==> config.mk <==
export PLATFORM = sky130hd
export DESIGN_NAME = pe_stream_feeder_flat
export DESIGN_NICKNAME = d
export VERILOG_FILES = /design/src/rtl/pe_stream_feeder_if.sv /design/src/rtl/pe_stream_feeder.sv /design/src/flat_wrapper.sv
export SDC_FILE = /design/constraint.sdc
export NUM_CORES = 1
export LEC_CHECK = 0
export CAP_MARGIN = 40
export CORE_MARGIN = 3
export CORE_UTILIZATION = 45
export DETAILED_ROUTE_END_ITERATION = 10
export DONT_BUFFER_PORTS = 1
export PLACE_DENSITY_LB_ADDON = 0.2
export SLEW_MARGIN = 20
export SYNTH_ARGS = -nofsm -noshare
export SYNTH_HDL_FRONTEND = slang
export SYNTH_SLANG_ARGS = --single-unit
==> constraint.sdc <==
create_clock -name clk_i -period 3.2 [get_ports clk_i]
set_input_delay 0.32 -clock clk_i [delete_from_list [all_inputs] [get_ports clk_i]]
set_output_delay 0.32 -clock clk_i [all_outputs]
set_load 0.03 [all_outputs]
==> src/rtl/pe_stream_feeder_if.sv <==
// Bundle between one pe_stream_feeder and its two neighbours: the local word buffer
// (read side) and the PE load port (stream side).
//   rd_en       feeder -> buffer  read strobe
//   rd_addr     feeder -> buffer  read address
//   rd_data     buffer -> feeder  read data, valid the cycle after rd_en
//   start_load  feeder -> PE      1-cycle start_feature_load / start_weight_load pulse
//   data_out    feeder -> PE      word (feature_in / weight_in)
//   data_en     feeder -> PE      word transferred on this edge
//   fifo_full   PE -> feeder      PE input FIFO full (back-pressure)
// master: feeder side; slave: buffer + PE side.
interface pe_stream_feeder_if #(
  parameter int unsigned DataWidth = 16,
  parameter int unsigned AddrWidth = 8
);
  logic                 rd_en;
  logic [AddrWidth-1:0] rd_addr;
  logic [DataWidth-1:0] rd_data;
  logic                 start_load;
  logic [DataWidth-1:0] data_out;
  logic                 data_en;
  logic                 fifo_full;

  modport master (
    output rd_en, rd_addr, start_load, data_out, data_en,
    input  rd_data, fifo_full
  );

  modport slave (
    input  rd_en, rd_addr, start_load, data_out, data_en,
    output rd_data, fifo_full
  );
endinterface

==> src/rtl/pe_stream_feeder.sv <==
// Upstream feeder for one PE load port. On an accepted start it reads `length` words from the
// local buffer starting at `base_addr` (address wraps mod 2^AddrWidth), parks them in a 2-entry
// skid FIFO and hands them to the PE one per cycle whenever the PE FIFO is not full.
// Ports:
//   clk_i        clock
//   rst_ni       synchronous reset, active low
//   start_i      1-cycle request, sampled only when idle
//   base_addr_i  first buffer address, latched on accepted start
//   length_i     word count (0 allowed), latched on accepted start
//   busy_o       high from accepted start until done
//   done_o       1-cycle pulse, transfer complete
//   stall_cnt_o  (PE_FEED_STALL_CNT_EN only) cycles a ready word was held back by fifo_full
//   feed         buffer read bus + PE stream port (pe_stream_feeder_if.master)
// Optional feature: define PE_FEED_STALL_CNT_EN to add the stall_cnt_o counter.
module pe_stream_feeder #(
  parameter int unsigned DataWidth = 16,
  parameter int unsigned AddrWidth = 8,
  parameter int unsigned LenWidth  = 8
) (
  input  logic                 clk_i,
  input  logic                 rst_ni,
  input  logic                 start_i,
  input  logic [AddrWidth-1:0] base_addr_i,
  input  logic [LenWidth-1:0]  length_i,
  output logic                 busy_o,
  output logic                 done_o,
`ifdef PE_FEED_STALL_CNT_EN
  output logic [15:0]          stall_cnt_o,
`endif
  pe_stream_feeder_if.master   feed
);

  typedef enum logic [1:0] {StIdle, StLoad, StStream, StDone} state_e;

  state_e               state_q, state_d;
  logic [AddrWidth-1:0] base_q, base_d;
  logic [LenWidth-1:0]  len_q, len_d;
  logic [LenWidth-1:0]  issued_q, issued_d;
  logic [LenWidth-1:0]  sent_q, sent_d;
  logic                 inflight_q, inflight_d;
  logic [DataWidth-1:0] skid_q [2];
  logic [DataWidth-1:0] skid_d [2];
  logic                 wr_ptr_q, wr_ptr_d;
  logic                 rd_ptr_q, rd_ptr_d;
  logic [1:0]           cnt_q, cnt_d;

  logic       active;
  logic       pop;
  logic       rd_en;
  logic       last;
  logic       accept;
  logic       done;
  logic [2:0] occ;

  // Read/pop qualifiers
  always_comb begin
    active = (state_q == StLoad) || (state_q == StStream);
    pop    = (cnt_q != 2'd0) && !feed.fifo_full;
    // Skid occupancy after this cycle's pop plus the word still coming back from the buffer.
    occ    = {1'b0, cnt_q} - {2'b00, pop} + {2'b00, inflight_q};
    rd_en  = active && (issued_q < len_q) && (occ < 3'd2);
    last   = (sent_q == (len_q - LenWidth'(1)));
  end

  // FSM next state. done is raised in the cycle that hands over the final word, so a normal
  // transfer returns straight to idle; StDone only serves zero-length requests.
  always_comb begin
    state_d = state_q;
    accept  = 1'b0;
    done    = 1'b0;
    unique case (state_q)
      StIdle: begin
        if (start_i) begin
          accept  = 1'b1;
          state_d = (length_i == '0) ? StDone : StLoad;
        end
      end
      StLoad:   state_d = StStream;
      StStream: begin
        if (pop && last) begin
          done    = 1'b1;
          state_d = StIdle;
        end
      end
      StDone: begin
        done    = 1'b1;
        state_d = StIdle;
      end
      default:  state_d = StIdle;
    endcase
  end

  // Datapath next state
  always_comb begin
    base_d     = base_q;
    len_d      = len_q;
    issued_d   = issued_q;
    sent_d     = sent_q;
    inflight_d = rd_en;
    skid_d     = skid_q;
    wr_ptr_d   = wr_ptr_q ^ inflight_q;
    rd_ptr_d   = rd_ptr_q ^ pop;
    cnt_d      = cnt_q + {1'b0, inflight_q} - {1'b0, pop};
    if (inflight_q) begin
      skid_d[wr_ptr_q] = feed.rd_data;
    end
    if (accept) begin
      base_d   = base_addr_i;
      len_d    = length_i;
      issued_d = '0;
      sent_d   = '0;
    end else begin
      if (rd_en) issued_d = issued_q + LenWidth'(1);
      if (pop)   sent_d   = sent_q + LenWidth'(1);
    end
  end

  always_ff @(posedge clk_i) begin
    if (!rst_ni) begin
      state_q    <= StIdle;
      base_q     <= '0;
      len_q      <= '0;
      issued_q   <= '0;
      sent_q     <= '0;
      inflight_q <= 1'b0;
      skid_q[0]  <= '0;
      skid_q[1]  <= '0;
      wr_ptr_q   <= 1'b0;
      rd_ptr_q   <= 1'b0;
      cnt_q      <= 2'd0;
    end else begin
      state_q    <= state_d;
      base_q     <= base_d;
      len_q      <= len_d;
      issued_q   <= issued_d;
      sent_q     <= sent_d;
      inflight_q <= inflight_d;
      skid_q     <= skid_d;
      wr_ptr_q   <= wr_ptr_d;
      rd_ptr_q   <= rd_ptr_d;
      cnt_q      <= cnt_d;
    end
  end

`ifdef PE_FEED_STALL_CNT_EN
  logic [15:0] stall_q, stall_d;

  always_comb begin
    stall_d = stall_q;
    if (accept) begin
      stall_d = '0;
    end else if ((cnt_q != 2'd0) && feed.fifo_full && (stall_q != 16'hFFFF)) begin
      stall_d = stall_q + 16'd1;
    end
  end

  always_ff @(posedge clk_i) begin
    if (!rst_ni) begin
      stall_q <= '0;
    end else begin
      stall_q <= stall_d;
    end
  end

  assign stall_cnt_o = stall_q;
`endif

  assign feed.rd_en      = rd_en;
  assign feed.rd_addr    = base_q + AddrWidth'(issued_q);
  assign feed.start_load = (state_q == StLoad);
  assign feed.data_out   = skid_q[rd_ptr_q];
  assign feed.data_en    = pop;
  assign busy_o          = active && !done;
  assign done_o          = done;

endmodule
==> src/flat_wrapper.sv <==
// flat-port wrapper written by rule: the top's interface ports become plain ports
module pe_stream_feeder_flat 
#(
  parameter int unsigned DataWidth = 16,
  parameter int unsigned AddrWidth = 8,
  parameter int unsigned LenWidth  = 8
)
  (clk_i, rst_ni, start_i, base_addr_i, length_i, busy_o, done_o, feed_rd_en, feed_rd_addr, feed_start_load, feed_data_out, feed_data_en, feed_rd_data, feed_fifo_full);
  pe_stream_feeder_if #(.DataWidth(DataWidth), .AddrWidth(AddrWidth)) feed_i ();
  input  logic clk_i;
  input  logic rst_ni;
  input  logic start_i;
  input  logic [AddrWidth-1:0] base_addr_i;
  input  logic [LenWidth-1:0] length_i;
  output logic busy_o;
  output logic done_o;
  output wire logic [$bits(feed_i.rd_en)-1:0] feed_rd_en;
  output wire logic [$bits(feed_i.rd_addr)-1:0] feed_rd_addr;
  output wire logic [$bits(feed_i.start_load)-1:0] feed_start_load;
  output wire logic [$bits(feed_i.data_out)-1:0] feed_data_out;
  output wire logic [$bits(feed_i.data_en)-1:0] feed_data_en;
  input wire logic [$bits(feed_i.rd_data)-1:0] feed_rd_data;
  input wire logic [$bits(feed_i.fifo_full)-1:0] feed_fifo_full;
  assign feed_rd_en = feed_i.rd_en;
  assign feed_rd_addr = feed_i.rd_addr;
  assign feed_start_load = feed_i.start_load;
  assign feed_data_out = feed_i.data_out;
  assign feed_data_en = feed_i.data_en;
  assign feed_i.rd_data = feed_rd_data;
  assign feed_i.fifo_full = feed_fifo_full;
  pe_stream_feeder #(.DataWidth(DataWidth), .AddrWidth(AddrWidth), .LenWidth(LenWidth)) u_core (.clk_i(clk_i), .rst_ni(rst_ni), .start_i(start_i), .base_addr_i(base_addr_i), .length_i(length_i), .busy_o(busy_o), .done_o(done_o), .feed(feed_i));
endmodule
==> summary.md <==
| Metric | Value |
|---|---|
| Ant. Diodes | 0 |
| Gate count of the mapped netlist | 424 |
| Total chip power | 2.62 mW |
| Crit Path Max Fanout | 11 |
| Root Buffer | clkbuf_8 |
| Met3 Usage GRT | 0.0463 |
| Port Buffer Count | 0 |
| Placed instance count | 517 |
| R2R Path Start | u_core.cnt_q[1]$_SDFF_PN0_ |
| Unrepaired setup endpoints after global routing | no |
| Area occupied by multi-input gates | 2330 um^2 |
| Met1 Use GR | 0.205 |
| Fin Hold WS | 0.107 ns |
| Largest area contributor in the netlist | dfxtp_1 |
| Arrival time at the worst endpoint | 2.67 ns |
| Leak pwr | 1.64 nW |
| CTS tree | yes |
| Routability Congestion | 0.834 |
| Final wirelength | 7840 um |
| Layout Skew | 0.00504 ns |
| Share of cells above drive strength 1 | 0.129 |
| Grt total ovfl | 0 |
| WHS Path Cells | 1 |
| IO Count | 65 |
| Setup crit end kind | output pin |
| Critical path type | reg -> out |
| Power Density | 617 nW/um^2 |
| Cts repair resizes | 0 |
| DRT iter0 DRCs | 61 |
| DR vias | 2734 |
| Fin util | 0.509 |
| WP data required | 2.88 ns |
| First-pass GRT wire length | 13300 um |
| Switching part of the total | 0.338 |
| Initial Utilization | 0.472 |
| Worst setup margin | 0.207 ns |
| F_max | 334 MHz |
| CTS Buf Count | 9 |
| EDFF count, synth | 0 |
| Worst slack at placement | 0.379 ns |
| Met2 usage | 0.283 |
| Avg Vias per Cell | 5.14 |
| DR WL/cell | 14.7 um |
| Final ANT Viol Nets | 0 |
| Drt drc | 0 |
| Area Overhead vs Synth | 7.91% |
| Clock Power Share | 0.295 |
| Cell variety after synth | 46 |
| Mapped Nets | 488 |
| Post-layout minimum cycle time | 2.99 ns |
| GRT Util Overall | 0.167 |
| Most common library cells after synthesis | 71 x dfxtp_1, 47 x nand2_1, 42 x mux2i_1 |
| NetSw | 0.887 mW |
| Die width | 99.5 um |
| DP Area | 4030 um^2 |
| Top FF cell, synth | dfxtp_1 |
| Final hold violations | 0 |
| Top cell type's share of synthesized area | 0.361 |
| Core area | 8340 um^2 |
| Pint | 1.73 mW |
| Peak supply drop | 0.301 mV |
| Relative slew margins | 0.445 |
| Setup bufs post-CTS | 0 |
| Final slew viol count | 0 |
| Nets@finish | 487 |
| Setup TNS | 0 ns |
| Max capacitance violation total | 0 |
| Critical path startpoint category | flip-flop |
| Combinational group share of total power | 0.298 |
| Ys async rst share | 0 |
| Reg2reg path depth | 12 |
| Number of global-route vias before repair | 2793 |
| Final Cell Area | 4250 um^2 |
| Clock Pin Slew Worst Setup and Hold Paths | 0.08 ns |
| CTS Hold Buffers Added | 0 |
| Seq cells post-synth | 71 |
| Top-count cell post-synth | dfxtp_1 |
| Seq/Total Area, Yosys | 0.361 |
| Reg2reg setup slack | 0.45 ns |
| Synth Warn # | 0 |
| Reg area | 1420 um^2 |
| Worst-case clock buffer depth | 2 |
| Drt first pass iters | 4 |
| Hold crit path type | in -> reg |
| H-tree lvl count | 3 |
| Post-DP HPWL | 5580 um |
| Final worst-path cycle share | 0.935 |
| Largest net degree at the start of global routing | 65 |
| Worst-Margin Slew | 0.831 ns |
| Most Crowded Layer GR | met2 |
| Post-Syn Area per Cell | 9.28 um^2 |
| Final std cells w/o fill | 532 |
| RR Endpoint | u_core.issued_q[2]$_SDFFE_PP0P_ |
| Std-Cell Rows | 33 |
| Mapped cell area | 3940 um^2 |
| Die area | 9910 um^2 |
| Synth top area cells | dfxtp_1 36%, mux2i_1 11%, ha_1 8.3% |
| Layout fillers | 849 |
| Initial antenna violation count | 0 |
| Hold wc startpoint | rst_ni |
| Clk Latency, worst-skew pair | 0.34 ns |
| Chip height | 99.5 um |
| Final setup vio count | 0 |
| Sequential fraction of design power | 0.407 |
| Worst Hold End | u_core.rd_ptr_q$_SDFF_PN0_ |
| Status | complete, no violations |
| Clk sinks | 71 |
[cell families (layout without fill, tap and decap cells)]
| group | after synthesis | count (layout) | share of synthesized area |
|---|---|---|---|
| mux | 58 | 58 | 0.153 |
| simple gates | 154 | 154 | 0.204 |
| buf+inv | 42 | 45 | 0.0493 |
| compound gates | 49 | 49 | 0.0915 |
| flops | 71 | 71 | 0.361 |
| fa+ha+maj | 28 | 28 | 0.0928 |
| xor+xnor | 22 | 22 | 0.0490 |
[cell usage in the layout (no fill, tap or decap), types with 2 or more instances in the layout]
cell type and instances:
a211oi_1 2, nor4_1 3, o21ai_0 4, clkbuf_8 9, fa_1 2, nor2_1 21, or2_2 5, nor2b_1 37
inv_1 21, xnor2_1 13, a21oi_1 9, nand4_1 8, buf_4 7, clkinv_2 2, or2b_2 2, and2b_2 2
a21o_1 3, a21boi_0 18, xor2_1 9, nor3_1 3, mux2_2 16, a31oi_1 2, nand2b_1 4, nand2_1 47
ha_1 26, mux2i_1 42, bufinv_16 2, nand3_1 9, and2_1 4, dfxtp_1 71, and3_1 5
[area by class of cell]
cell class,instances,share of cell area
inverters,21,0.0186
clock buffers,9,0.0292
multi-input cells,311,0.548
clock inverters,6,0.0203
well taps,105,0.0309
repair buffers,9,0.0186
flip-flops and latches,71,0.335
[worst max-delay path, stage by stage, from the launching register on]
cell	delay, ns
dfxtp_1	0.35
o21ba_2	0.23
ha_1	0.28
inv_1	0.06
ha_1	0.14
inv_1	0.05
fa_1	0.37
xor2_1	0.16
a2111oi_2	0.28
o31a_1	0.18
buf_4	0.23
[worst max path at each step]
stage,from,to,slack [ns],cells after the start
3_5_place_dp,u_core.cnt_q[1]$_SDFF_PN0_,u_core.issued_q[2]$_SDFFE_PP0P_,0.38,12
2_1_floorplan,feed_fifo_full,u_core.issued_q[2]$_SDFFE_PP0P_,0.19,13
4_1_cts,u_core.cnt_q[1]$_SDFF_PN0_,feed_rd_en,0.10,10
3_3_place_gp,u_core.cnt_q[1]$_SDFF_PN0_,u_core.issued_q[2]$_SDFFE_PP0P_,0.43,12
6_report,u_core.cnt_q[1]$_SDFF_PN0_,feed_rd_en,0.21,10
5_1_grt,u_core.cnt_q[1]$_SDFF_PN0_,feed_rd_en,0.01,10
[per-layer routing]
metal	vias up	part of all wire	routed length [um]
met4	0	0.016	129
met3	8	0.049	383
met5	-	0	0
li1	1429	-	-
met2	56	0.47	3700
met1	1241	0.46	3620
[flip-flops by register name, indices dropped and copies added, names as in the netlist]
| register | cells |
|---|---|
| u_core.sent_q | 8 |
| u_core.wr_ptr_q | 1 |
| u_core.cnt_q | 2 |
| u_core.len_q | 8 |
| u_core.rd_ptr_q | 1 |
| u_core.issued_q | 8 |
| u_core.state_q | 2 |
| u_core.skid_q | 32 |
| u_core.base_q | 8 |
| u_core.inflight_q | 1 |
[power groups by stage]
| stage | combinational [mW] | clock, mW | sequential [mW] |
|---|---|---|---|
| after floorplan | 0.677 | 0 | 1.04 |
| after global placement | 0.760 | 0 | 1.09 |
| after detailed placement | 0.780 | 0 | 1.09 |
| after CTS | 0.785 | 0.801 | 1.07 |
| after global routing | 0.874 | 0.832 | 1.08 |
| final | 0.781 | 0.772 | 1.07 |
(Power assumes the default switching activity.)
